==> src/rtl/spi_ram_arbiter.sv <==
// spi_ram_arbiter
//   Sits between an SPI slave and a single-port RAM. Edges of rx_valid
//   deliver 10-bit commands {opcode, payload}. Commands either load the
//   write/read pointers or queue one RAM access at the pointer, which then
//   post-increments. A local host shares the RAM port through round-robin
//   arbitration. At most one RAM access is in flight at a time.
//
// Ports
//   clk, rst_n             clock (rising edge), synchronous active-low reset
//   rx_data, rx_valid      SPI command stream (acts on rx_valid rising edge)
//   tx_data, tx_valid      SPI read data; valid held until the next command
//   loc_req/we/addr/wdata  local request, held until loc_gnt
//   loc_gnt                one-cycle grant, coincident with the RAM access
//   loc_rdata, loc_rvalid  local read data, one-cycle valid pulse
//   ram_en/we/addr/wdata   registered RAM access port
//   ram_rdata              RAM read data, one cycle after a read strobe
//   spi_ovf                sticky: an SPI access was overwritten before issue
module spi_ram_arbiter #(
   parameter int ADDR_W = 8,
   parameter int DATA_W = 8
) (
   input  logic              clk,
   input  logic              rst_n,
   input  logic [ADDR_W+1:0] rx_data,
   input  logic              rx_valid,
   output logic [DATA_W-1:0] tx_data,
   output logic              tx_valid,
   input  logic              loc_req,
   input  logic              loc_we,
   input  logic [ADDR_W-1:0] loc_addr,
   input  logic [DATA_W-1:0] loc_wdata,
   output logic              loc_gnt,
   output logic [DATA_W-1:0] loc_rdata,
   output logic              loc_rvalid,
   output logic              ram_en,
   output logic              ram_we,
   output logic [ADDR_W-1:0] ram_addr,
   output logic [DATA_W-1:0] ram_wdata,
   input  logic [DATA_W-1:0] ram_rdata,
   output logic              spi_ovf
);

   typedef enum logic [1:0] {IDLE, ISSUE, RD_WAIT} state_t;

   state_t            state;
   logic              rx_valid_d;
   logic              cmd_edge;
   logic [1:0]        opcode;
   logic [ADDR_W-1:0] payload;
   logic              spi_cmd;
   logic              spi_sel;

   logic [ADDR_W-1:0] wr_ptr;
   logic [ADDR_W-1:0] rd_ptr;
   logic              spi_pend;
   logic              snap_we;
   logic [ADDR_W-1:0] snap_addr;
   logic [DATA_W-1:0] snap_data;
   logic              last_winner;  // 0 = SPI, 1 = local
   logic              cur_spi;      // winner of the access in flight
   logic              cur_we;

   assign opcode   = rx_data[ADDR_W+1:ADDR_W];
   assign payload  = rx_data[ADDR_W-1:0];
   assign cmd_edge = rx_valid & ~rx_valid_d;
   // Opcodes 01 and 11 are the ones that request a RAM access
   assign spi_cmd  = cmd_edge & opcode[0];
   // SPI wins when it is the only requester, or when local won last time
   assign spi_sel  = spi_pend & (~loc_req | last_winner);

   always_ff @(posedge clk) begin
      if (!rst_n) begin
         state       <= IDLE;
         rx_valid_d  <= 1'b0;
         wr_ptr      <= '0;
         rd_ptr      <= '0;
         spi_pend    <= 1'b0;
         snap_we     <= 1'b0;
         snap_addr   <= '0;
         snap_data   <= '0;
         last_winner <= 1'b0;
         cur_spi     <= 1'b0;
         cur_we      <= 1'b0;
         tx_data     <= '0;
         tx_valid    <= 1'b0;
         loc_gnt     <= 1'b0;
         loc_rdata   <= '0;
         loc_rvalid  <= 1'b0;
         ram_en      <= 1'b0;
         ram_we      <= 1'b0;
         ram_addr    <= '0;
         ram_wdata   <= '0;
         spi_ovf     <= 1'b0;
      end else begin
         rx_valid_d <= rx_valid;
         ram_en     <= 1'b0;
         ram_we     <= 1'b0;
         loc_gnt    <= 1'b0;
         loc_rvalid <= 1'b0;

         if (cmd_edge) begin
            tx_valid <= 1'b0;
            case (opcode)
               2'b00: wr_ptr <= payload;
               2'b10: rd_ptr <= payload;
               2'b01: begin
                  snap_we   <= 1'b1;
                  snap_addr <= wr_ptr;
                  snap_data <= payload;
                  wr_ptr    <= wr_ptr + 1'b1;
               end
               default: begin
                  snap_we   <= 1'b0;
                  snap_addr <= rd_ptr;
                  rd_ptr    <= rd_ptr + 1'b1;
               end
            endcase
         end

         if (spi_cmd) begin
            spi_pend <= 1'b1;
            // The snapshot already reached the RAM port once we are in ISSUE
            // for SPI, so only an earlier overwrite counts as an overrun.
            if (spi_pend && !(state == ISSUE && cur_spi))
               spi_ovf <= 1'b1;
         end

         case (state)
            IDLE: begin
               if (spi_pend || loc_req) begin
                  state       <= ISSUE;
                  cur_spi     <= spi_sel;
                  last_winner <= ~spi_sel;
                  ram_en      <= 1'b1;
                  if (spi_sel) begin
                     ram_we    <= snap_we;
                     ram_addr  <= snap_addr;
                     ram_wdata <= snap_data;
                     cur_we    <= snap_we;
                  end else begin
                     ram_we    <= loc_we;
                     ram_addr  <= loc_addr;
                     ram_wdata <= loc_wdata;
                     cur_we    <= loc_we;
                     loc_gnt   <= 1'b1;
                  end
               end
            end
            ISSUE: begin
               if (cur_spi && !spi_cmd)
                  spi_pend <= 1'b0;
               state <= cur_we ? IDLE : RD_WAIT;
            end
            RD_WAIT: begin
               // Placed after the cmd_edge clear so a set in the same cycle wins
               if (cur_spi) begin
                  tx_data  <= ram_rdata;
                  tx_valid <= 1'b1;
               end else begin
                  loc_rdata  <= ram_rdata;
                  loc_rvalid <= 1'b1;
               end
               state <= IDLE;
            end
            default: state <= IDLE;
         endcase
      end
   end

endmodule

==> config.mk <==
export PLATFORM = sky130hd
export DESIGN_NAME = spi_ram_arbiter
export DESIGN_NICKNAME = d
export VERILOG_FILES = /design/src/rtl/spi_ram_arbiter.sv
export SDC_FILE = /design/constraint.sdc
export NUM_CORES = 1
export LEC_CHECK = 0
export BUFFER_PORTS_ARGS = -buffer_cell sky130_fd_sc_hd__buf_2
export CAP_MARGIN = 0
export CORE_ASPECT_RATIO = 0.7
export CORE_MARGIN = 2
export CORE_UTILIZATION = 53
export DETAILED_ROUTE_END_ITERATION = 10
export PLACE_DENSITY = 0.78
export SYNTH_ARGS = -nofsm -noshare
export SYNTH_HDL_FRONTEND = slang
export SYNTH_SLANG_ARGS = --single-unit
==> constraint.sdc <==
create_clock -name clk -period 1.6 [get_ports clk]
set_input_delay 0.24 -clock clk [delete_from_list [all_inputs] [get_ports clk]]
set_output_delay 0.24 -clock clk [all_outputs]
set_load 0.01 [all_outputs]
* After elaboration in Yosys (flattened, before gate mapping)
Cells that the tools add are included.
** Word-level totals
- Bits in registers :: 78
- Bits in latches :: 0
- RAM bits :: 0
- ROM bits :: 0
- Logic and storage cells :: 79
- Memories kept :: 0
** Operators by class
- Add/subtract/negate cells :: 2
- Multiply operators :: 0
- Div/mod/pow operators :: 0
- Magnitude comparators :: 0
- Equality and inequality tests :: 5
- Shift-type cells :: 0
- Muxes and demuxes :: 19
- Bitwise operators :: 10
- Reduce and logical (&&, ||, !) cells :: 22
** Operator list (count)
- $pmux 8 s2 :: 3
- $reduce_and 2->1 :: 10
- $add 8x1->8 const B :: 2
- $mux 8 :: 2
- $mux 1 :: 10
- $not 1->1 :: 6
- $eq 2x1->1 const B :: 2
- $eq 2x2->1 const B :: 2
- $logic_not 2->1 :: 2
- $mux 2 :: 2
- $pmux 2 s2 :: 1
- $reduce_or 2->1 :: 2
- $and 1x1->1 :: 3
- $logic_and 1x1->1 :: 3
- $reduce_and 3->1 :: 1
- $logic_not 1->1 :: 2
- $ne 2x2->1 const B :: 1
- $pmux 1 s2 :: 1
- $reduce_bool 2->1 :: 1
- $logic_or 1x1->1 :: 1
- $or 1x1->1 :: 1

* Logic depth before layout (Yosys ltp)
Gate-level depths: netlist (run 1).
- Word-level depth :: 7
- Gate-level depth with buffers :: 6
- Mapped depth without buffers :: 5

* Worst setup path before layout (run 1)
No wires, ideal clock.
- Kind :: reg-to-reg
- From :: reg state[0]
- To :: reg ram_addr[2]
- Library setup time :: 0.128 ns
- Arrival time :: 1.155 ns
- Required time :: 1.472 ns
- Slack :: 0.318 ns
- Cell stages (with the launch flop) :: 6
- Buffers on the path :: 1
- Period minus slack after synthesis :: 1.282 ns
- Cells stage by stage :: dfxtp_1 > nor2_1 > o21ai_1 > clkbuf_1 > a222oi_1 > nor2_1
** Between the ends
- Longest elaborated chain between the ends :: 2
** Ends and longest elaborated chain
- start, declared :: line 45 : state_t state;
- start signal, assigned :: line 152 : state <= cur_we ? IDLE : RD_WAIT;
- $logic_not 2->1 :: line 128 : case (state)
- $reduce_and 2->1 (no line)
- end signal, assigned :: line 137 : ram_addr <= snap_addr;
- end signal, assigned :: line 142 : ram_addr <= loc_addr;
- end, declared :: line 37 : output logic [ADDR_W-1:0] ram_addr,
No other way between the ends.
A chain may end at the register's enable or synchronous reset.

* Worst setup path after layout (run 1)
- From :: reg state[1]
- To :: reg ram_addr[4]
The elaborated chain is that of the path after synthesis.

==> results summary, run 1 <==
The maximum number of pins on one net before global-route repair is 20. The critical path's largest stage delay is 0.37 ns. The die width came out at 98.1 um.

TritonCTS built the clock tree. The signed area change from the synthesized netlist to the final layout came out at 21.3%. Between clock sinks in the finished design, the worst skew comes to 0.00584 ns. The sum of overflow across all layers after global routing is 0.

The shortest clock period the worst path allows after layout came out at 1.43 ns. In this run the worst hold path is classified as input port to register. The clock insertion delay at the later pin of the skew report came out at 0.34 ns. The post-synthesis cell count is 364. The most numerous cell type found on the critical path is nor2_1. The number of buffers added for setup after CTS is 0. The core region is 5840 um2.

The clock buffer count from CTS is 9. Of the total power, the share spent switching nets is 0.258. The run finished with clean final reports.

Counting cells, the worst reg-to-reg path comes to 5. In this run the tightest slew margin relative to its limit is 0.715. For the pin with the worst max-slew slack, the measured transition is 0.428 ns.

The count of maximum capacitance violations is 0. The commonest non-fill, non-tap cell in the layout is dfxtp_1. The static leakage came out at 1.72 nW. The worst-case clock buffer depth came out at 2. The Yosys step of the flow raised 0 warnings. The floorplan row count came out at 23. The full die area is 6850 um2. The number of pins with negative max-slew slack in the final report came out at 0. The instance count along the most critical hold path is 3. The cell area after synthesis is 3280 um2. The count of hold-fix buffers inserted at cts came out at 0.

The count of nets left with antenna violations after detail routing came out at 0. The worst voltage drop across the vdd grid came out at 757 uV. The number of search-and-repair iterations in the first detailed-routing pass came out at 7. Clock tree synthesis found a total of 78 sinks.

Setup repair after global routing left no endpoint under its margin. The post-detailed-route wirelength per cell is 16.0 um. The number of unique standard cell types used by synthesis came out at 54. The total instance count after detailed placement came out at 512.

The proportion of synthesized flip-flops having asynchronous set or reset came out at 0. The logic gate share of total power is 0.130. The upper clock frequency limit came out at 0.699 GHz. The sequential element share of the synthesized area came out at 0.476. The number of primary I/O pins came out at 77. The height of the chip is 69.9 um.

The synthesized design contains 78 register bits. Dividing the synthesized area by the synthesized cell count gives 9.02 um2. The number of filler cells placed in the layout came out at 469. Walking the worst path, the cells encountered are nor2_1, o21ai_1, buf_4, a222oi_1, nor2_1. The final non-filler cell total is 527.

The clock root buffer is clkbuf_8. The synthesized netlist net count came out at 405. The number of diodes came out at 0. Input and output buffers added on the ports amount to 76. The count of flip-flops with a built-in enable after synthesis is 0.

The net total in the final layout is 489. The via count of the first global-routing pass came out at 2694. In the finished design, the share of the clock period the worst path needs comes to 0.895.

The cell type of the slowest stage on the worst timing path is dfxtp_1. The net switching power is 0.00103 W. The first-pass GRT wire length came out at 13300 um.

The count of final hold-check violations came out at 0. In this run the power density over the cells is 1000 nW/um2. The top cell types in the final layout, fill and taps aside, are dfxtp_1, buf_2, nor2_1, a21oi_1, nand2_1. For this block, the initial DRC count from the detailed router was 277. The worst setup path is captured at a register. The share of total power in sequential cells is 0.525. The number of endpoints failing setup at the final stage came out at 0. The class of the most critical setup path is register to register. Routability-driven placement finished with a final weighted congestion of 0.984.

The critical path required time is 1.83 ns. The starting density of the core is 0.562. The final HPWL from detailed placement came out at 6200 um. Across every metal layer, demand over resource in global routing totals 0.241. For this block, the routed nets add up to 8460 um of wire. The maximum net fanout on the critical path is 7. The part of the total power dissipated in the clock network is 0.345.

Clock-pin slew was measured on the worst setup and hold paths at 0.07 ns. The internal portion of total power came out at 0.00297 W. Of the cells placed in the final design, the portion with a size suffix greater than 1 is 0.285. The depth of the CTS H-tree came out at 3. The number of DRC violations after detailed routing is 0.

The number of antenna violations at the first check in global routing came out at 0. STA classifies the critical path startpoint as a register. Using the TritonRoute via totals, the vias-per-cell ratio works out to 5.89. The setup TNS is 0 ns. The via count is 3106. The leading register cell type out of synthesis is dfxtp_1.

The worst path arrival time is 1.66 ns.
==> flip-flops by register name, summed over array words and instances (netlist names), 2 cells and up <==
signal / flops
ram_wdata: 8
wr_ptr: 8
rd_ptr: 8
loc_rdata: 8
state: 2
ram_addr: 8
tx_data: 8
snap_data: 8
snap_addr: 8
==> worst max-delay path: cells and delay by family (launching register included) <==
kind	cells	cell delay [ns]
flops	1	0.37
compound gates	2	0.49
buf+inv	1	0.18
simple gates	2	0.28
==> metal layers <==
layer | wire length, um | global-route usage
met4 | 138 | 0.0679
met3 | 747 | 0.0621
met2 | 3530 | 0.341
met5 | 0 | 0
met1 | 4040 | 0.362
==> power groups by stage <==
stage                     logic, W  registers [W]  clock network (W)
after global placement    0.000505        0.00214                  0
after CTS                 0.000517        0.00210            0.00142
after global routing      0.000569        0.00211            0.00151
after detailed placement  0.000514        0.00214                  0
after floorplan           0.000291        0.00215                  0
final                     0.000522        0.00210            0.00138
==> cell usage after synthesis, types with 4 or more instances <==
library cell	instances	area, um2
and2_1	4	25.0
dfxtp_1	78	1560
o21a_1	4	30.0
buf_2	8	40.0
nand3b_1	4	30.0
nand2_1	35	131
nor2_1	53	199
a222oi_1	16	160
inv_1	5	18.8
mux2i_1	17	170
nand3_1	7	35.0
o221ai_1	4	35.0
nor3_1	6	30.0
a31oi_1	7	43.8
clkbuf_1	13	48.8
a21oi_1	35	175
o21ai_0	14	70.1
==> logic make-up (layout without fill, tap and decap cells) <==
family | count (synthesis) | after routing | share of synthesized area
flip-flops | 78 | 78 | 0.476
AO/OA/AOI/OAI | 98 | 98 | 0.210
buffers and inverters | 32 | 120 | 0.0453
AND/OR/NAND/NOR | 137 | 137 | 0.209
multiplexers | 17 | 17 | 0.0518
adder cells (fa/ha/maj) | 2 | 2 | 0.00762
==> final cells by class <==
cell class | instances | area (um2) | share of cell area
inverters | 6 | 22.5 | 0.00565
well taps | 75 | 93.8 | 0.0236
clock inverters | 4 | 48.8 | 0.0122
repair buffers | 99 | 553 | 0.139
clock buffers | 11 | 131 | 0.0330
flip-flops and latches | 78 | 1560 | 0.392
multi-input cells | 254 | 1570 | 0.395
==> metrics by stage <==
| step | total power, W | hold slack (ns) | util | worst slack (ns) | area (um2) |
|---|---|---|---|---|---|
| 2_1_floorplan | 0.00245 | 0.376 | - | 0.318 | 3280 |
| 4_1_cts | 0.00404 | 0.129 | 0.682 | 0.0981 | 3980 |
| 5_1_grt | 0.00419 | 0.142 | 0.682 | 0.0536 | 3980 |
| 6_report | 0.00400 | 0.143 | 0.682 | 0.169 | 3980 |
| 3_5_place_dp | 0.00266 | 0.434 | 0.651 | 0.136 | 3800 |
| 3_3_place_gp | 0.00264 | 0.426 | 0.651 | 0.211 | 3800 |
==> repair_timing <==
item | in CTS | in global routing
hold endpoints to repair | 0 | 0
resized for setup | 0 | 1
endpoints found under the setup margin | 0 | 4
==> path summary, 6_finish.rpt <==
check / start / end / slack (ns)
setup / recovery: state[1] / ram_addr[4] / 0.17
hold reg to reg: cur_we / state[1] / 0.45
setup reg to reg: state[1] / ram_addr[4] / 0.17
hold / removal: ram_rdata[5] / tx_data[5] / 0.14
Power figures use the tool's default switching activity.
==> inputs of run 2 (changes only) <==
==> constraint.sdc (replaced) <==
create_clock -name clk -period 1.6 [get_ports clk]
set_input_delay 0.48 -clock clk [delete_from_list [all_inputs] [get_ports clk]]
set_output_delay 0.48 -clock clk [all_outputs]
set_load 0.01 [all_outputs]
==> run 2 against run 1 <==
Effect of this change:
- non-clock buffer count rose by 7
- cell count grew 1.5%
- critical path depth did not move
- flip-flop and latch count is the same
- via count increased by 3.8%
- critical path type unchanged
==> results summary, run 2 (synthesis results as in run 1) <==
The placed standard-cell area is 3880 um2 (+2.0%). The worst setup path is captured at a register. The post-detailed-route wirelength per cell came out at 17.2 um (+7.1%). The number of DRC violations after detailed routing came out at 0 (unchanged). The starting density of the core is 0.562 (unchanged). The number of buffers added for setup after CTS was 0 (unchanged). The number of search-and-repair iterations in the first detailed-routing pass is 6 (-1). The detailed-route vias per instance is 6.03 (+2.3%). The worst path arrival time came out at 1.72 ns (+0.06 ns). The count of maximum capacitance violations is 0 (unchanged). The number of primary I/O pins was 77 (unchanged).

STA classifies the critical path startpoint as a register. The worst reg-to-reg setup slack came out at 0.17 ns (about the same). The worst hold-check path type is input port to register. The slew at the pin closest to its max-slew limit came out at 0.407 ns (-0.0206 ns). The clock insertion delay at the later pin of the skew report is 0.35 ns (about the same). The area of the core came out at 5840 um2 (unchanged).

The clock buffer count from CTS is 9 (unchanged). The number of endpoints failing setup at the final stage is 0 (unchanged). The headroom to the max-slew limit is 0.728 (+0.0134). The die width came out at 98.1 um (unchanged). Setup repair after global routing left no endpoint under its margin.

The floorplan row count was 23 (unchanged). The count of nets left with antenna violations after detail routing is 0 (unchanged). The via count of the first global-routing pass came out at 2990 (+11%). The critical path required time came to 1.89 ns (+0.06 ns).

The first-pass GRT wire length came out at 14700 um (+11%). The run finished with clean final reports. The final estimated routing congestion in global placement came out at 0.982 (-0.16%).

The last element of the critical path is wr_ptr[4]. The final wirelength is 9190 um (+8.7%). The maximum number of pins on one net before global-route repair is 19 (-5.0%). The count of final hold-check violations is 0 (unchanged).

The number of cells on the worst reg-to-reg path is 5 (unchanged). The setup TNS was 0 ns (unchanged). The total power consumption of the routed design came out at 0.00418 W (+4.3%).

The total instance count after detailed placement is 519 (+1.4%). TritonCTS built the clock tree. The number of buffers added on ports came out at 76 (unchanged).

The number of pins with negative max-slew slack in the final report came out at 0 (unchanged). The kind of cell with the highest combined delay along the critical path is flip-flops. The top cell types in the final layout, fill and taps aside, are dfxtp_1, buf_2, nor2_1, a21oi_1, nand2_1. The endpoint of the most critical register-to-register path is wr_ptr[4]. The sum of overflow across all layers after global routing came out at 0 (unchanged). The clock slew at the register clock pins of the worst setup and hold paths is 0.08 ns (about the same). The final non-filler cell total came out at 535 (+1.5%).

The depth of the CTS H-tree came out at 3 (unchanged). The number of violations reported at the end of detailed-routing iteration 0 is 364 (+31%). The signed area change from the synthesized netlist to the final layout is 24.5%.

The worst voltage drop across the vdd grid is 701 uV (-7.3%). Tracing the worst setup path back leads to its startpoint at wr_ptr[1]. The final clock skew came out at 0.00809 ns (+0.00225 ns). The number of diodes is 0 (unchanged). The worst register-to-register path begins at wr_ptr[1]. The height of the chip came to 69.9 um (unchanged).

The power density over the cells came out at 1020 nW/um2 (+1.6%). The critical path buffer and inverter count came out at 0 (-1). The ratio of final minimum period to clock period came out at 0.892 (-0.00228). The final cell area excluding filler cells was 4090 um2 (+2.6%). The number of antenna violations at the first check in global routing is 0 (unchanged).

The final HPWL from detailed placement was 6660 um (+7.4%). The critical path's largest stage delay is 0.47 ns (+0.10 ns). The layout cell share with drive strength beyond 1 is 0.300 (+0.0146). The maximum net fanout on the critical path came out at 6 (-1). The commonest non-fill, non-tap cell in the layout is dfxtp_1. The full die area was 6850 um2 (unchanged). The cell depth of the worst setup path came out at 5 (unchanged). The post-cts sizing count was 0 (unchanged). The class of the most critical setup path is register to register. The upper clock frequency limit is 0.700 GHz (+0.26%). The signal on the critical path passes through ha_1, nand4b_1, nor3_1, o21ai_0, a21oi_1. The via count is 3225 (+3.8%). The aggregate global-route resource usage came out at 0.270 (+0.0289). The CTS sink count came out at 78 (unchanged). On the critical path, the stage with the largest delay is an instance of dfxtp_1. The post-route worst hold slack is 0.374 ns (+0.231 ns).

In this run the clock root is driven by a clkbuf_8. The shortest clock period the worst path allows after layout is 1.43 ns (-0.00365 ns). The count of hold-fix buffers inserted at cts is 0 (unchanged). The static leakage is 1.78 nW (+3.8%). The net total in the final layout is 496 (+1.4%).

The worst-case clock buffer depth is 2 (unchanged).
run 2: layer usage:
layer  global-route usage  routed length [um]  part of all wire
met5                    0                   0                 0
met4               0.0941                 155             0.017
met3               0.0901                1050              0.11
met2                0.396                4040              0.44
met1                0.373                3950              0.43
run 2: stage by stage:
step,setup slack [ns],utilization
6_report,0.172,0.700
5_1_grt,0.0507,0.700
4_1_cts,0.182,0.700
3_5_place_dp,-0.0197,0.664
3_3_place_gp,0.0220,0.664
2_1_floorplan,0.112,-
run 2: power by group:
group / leakage (nW) / switching, W / internal, W
clock network: 0.106 / 0.000711 / 0.000806
registers: 0.636 / 0.0000709 / 0.00203
logic: 1.04 / 0.000310 / 0.000247
total: 1.78 / 0.00109 / 0.00308
run 2: worst min path at each step:
stage          slack [ns]    startpoint  depth (start not counted)            to
2_1_floorplan        0.40        cur_we                          1      state[1]
3_3_place_gp         0.43        cur_we                          1      state[1]
3_5_place_dp         0.43        cur_we                          1      state[1]
4_1_cts              0.37  ram_rdata[4]                          3    tx_data[4]
5_1_grt              0.39  ram_rdata[6]                          3  loc_rdata[6]
6_report             0.37  ram_rdata[7]                          3    tx_data[7]
run 2: cell type report:
| cell class | instances | area [um2] |
|---|---|---|
| fillers | 496 | 1750 |
| multi-input cells | 254 | 1570 |
| clock inverters | 5 | 56.3 |
| well taps | 75 | 93.8 |
| clock buffers | 11 | 151 |
| inverters | 6 | 22.5 |
| repair buffers | 106 | 631 |
| flip-flops and latches | 78 | 1560 |
run 2: worst min-delay path, delay by kind of cell:
| family | cells | cell delay [ns] |
|---|---|---|
| buffers and inverters | 1 | 0.09 |
| muxes | 1 | 0.06 |
| and+or+nand+nor | 1 | 0.07 |
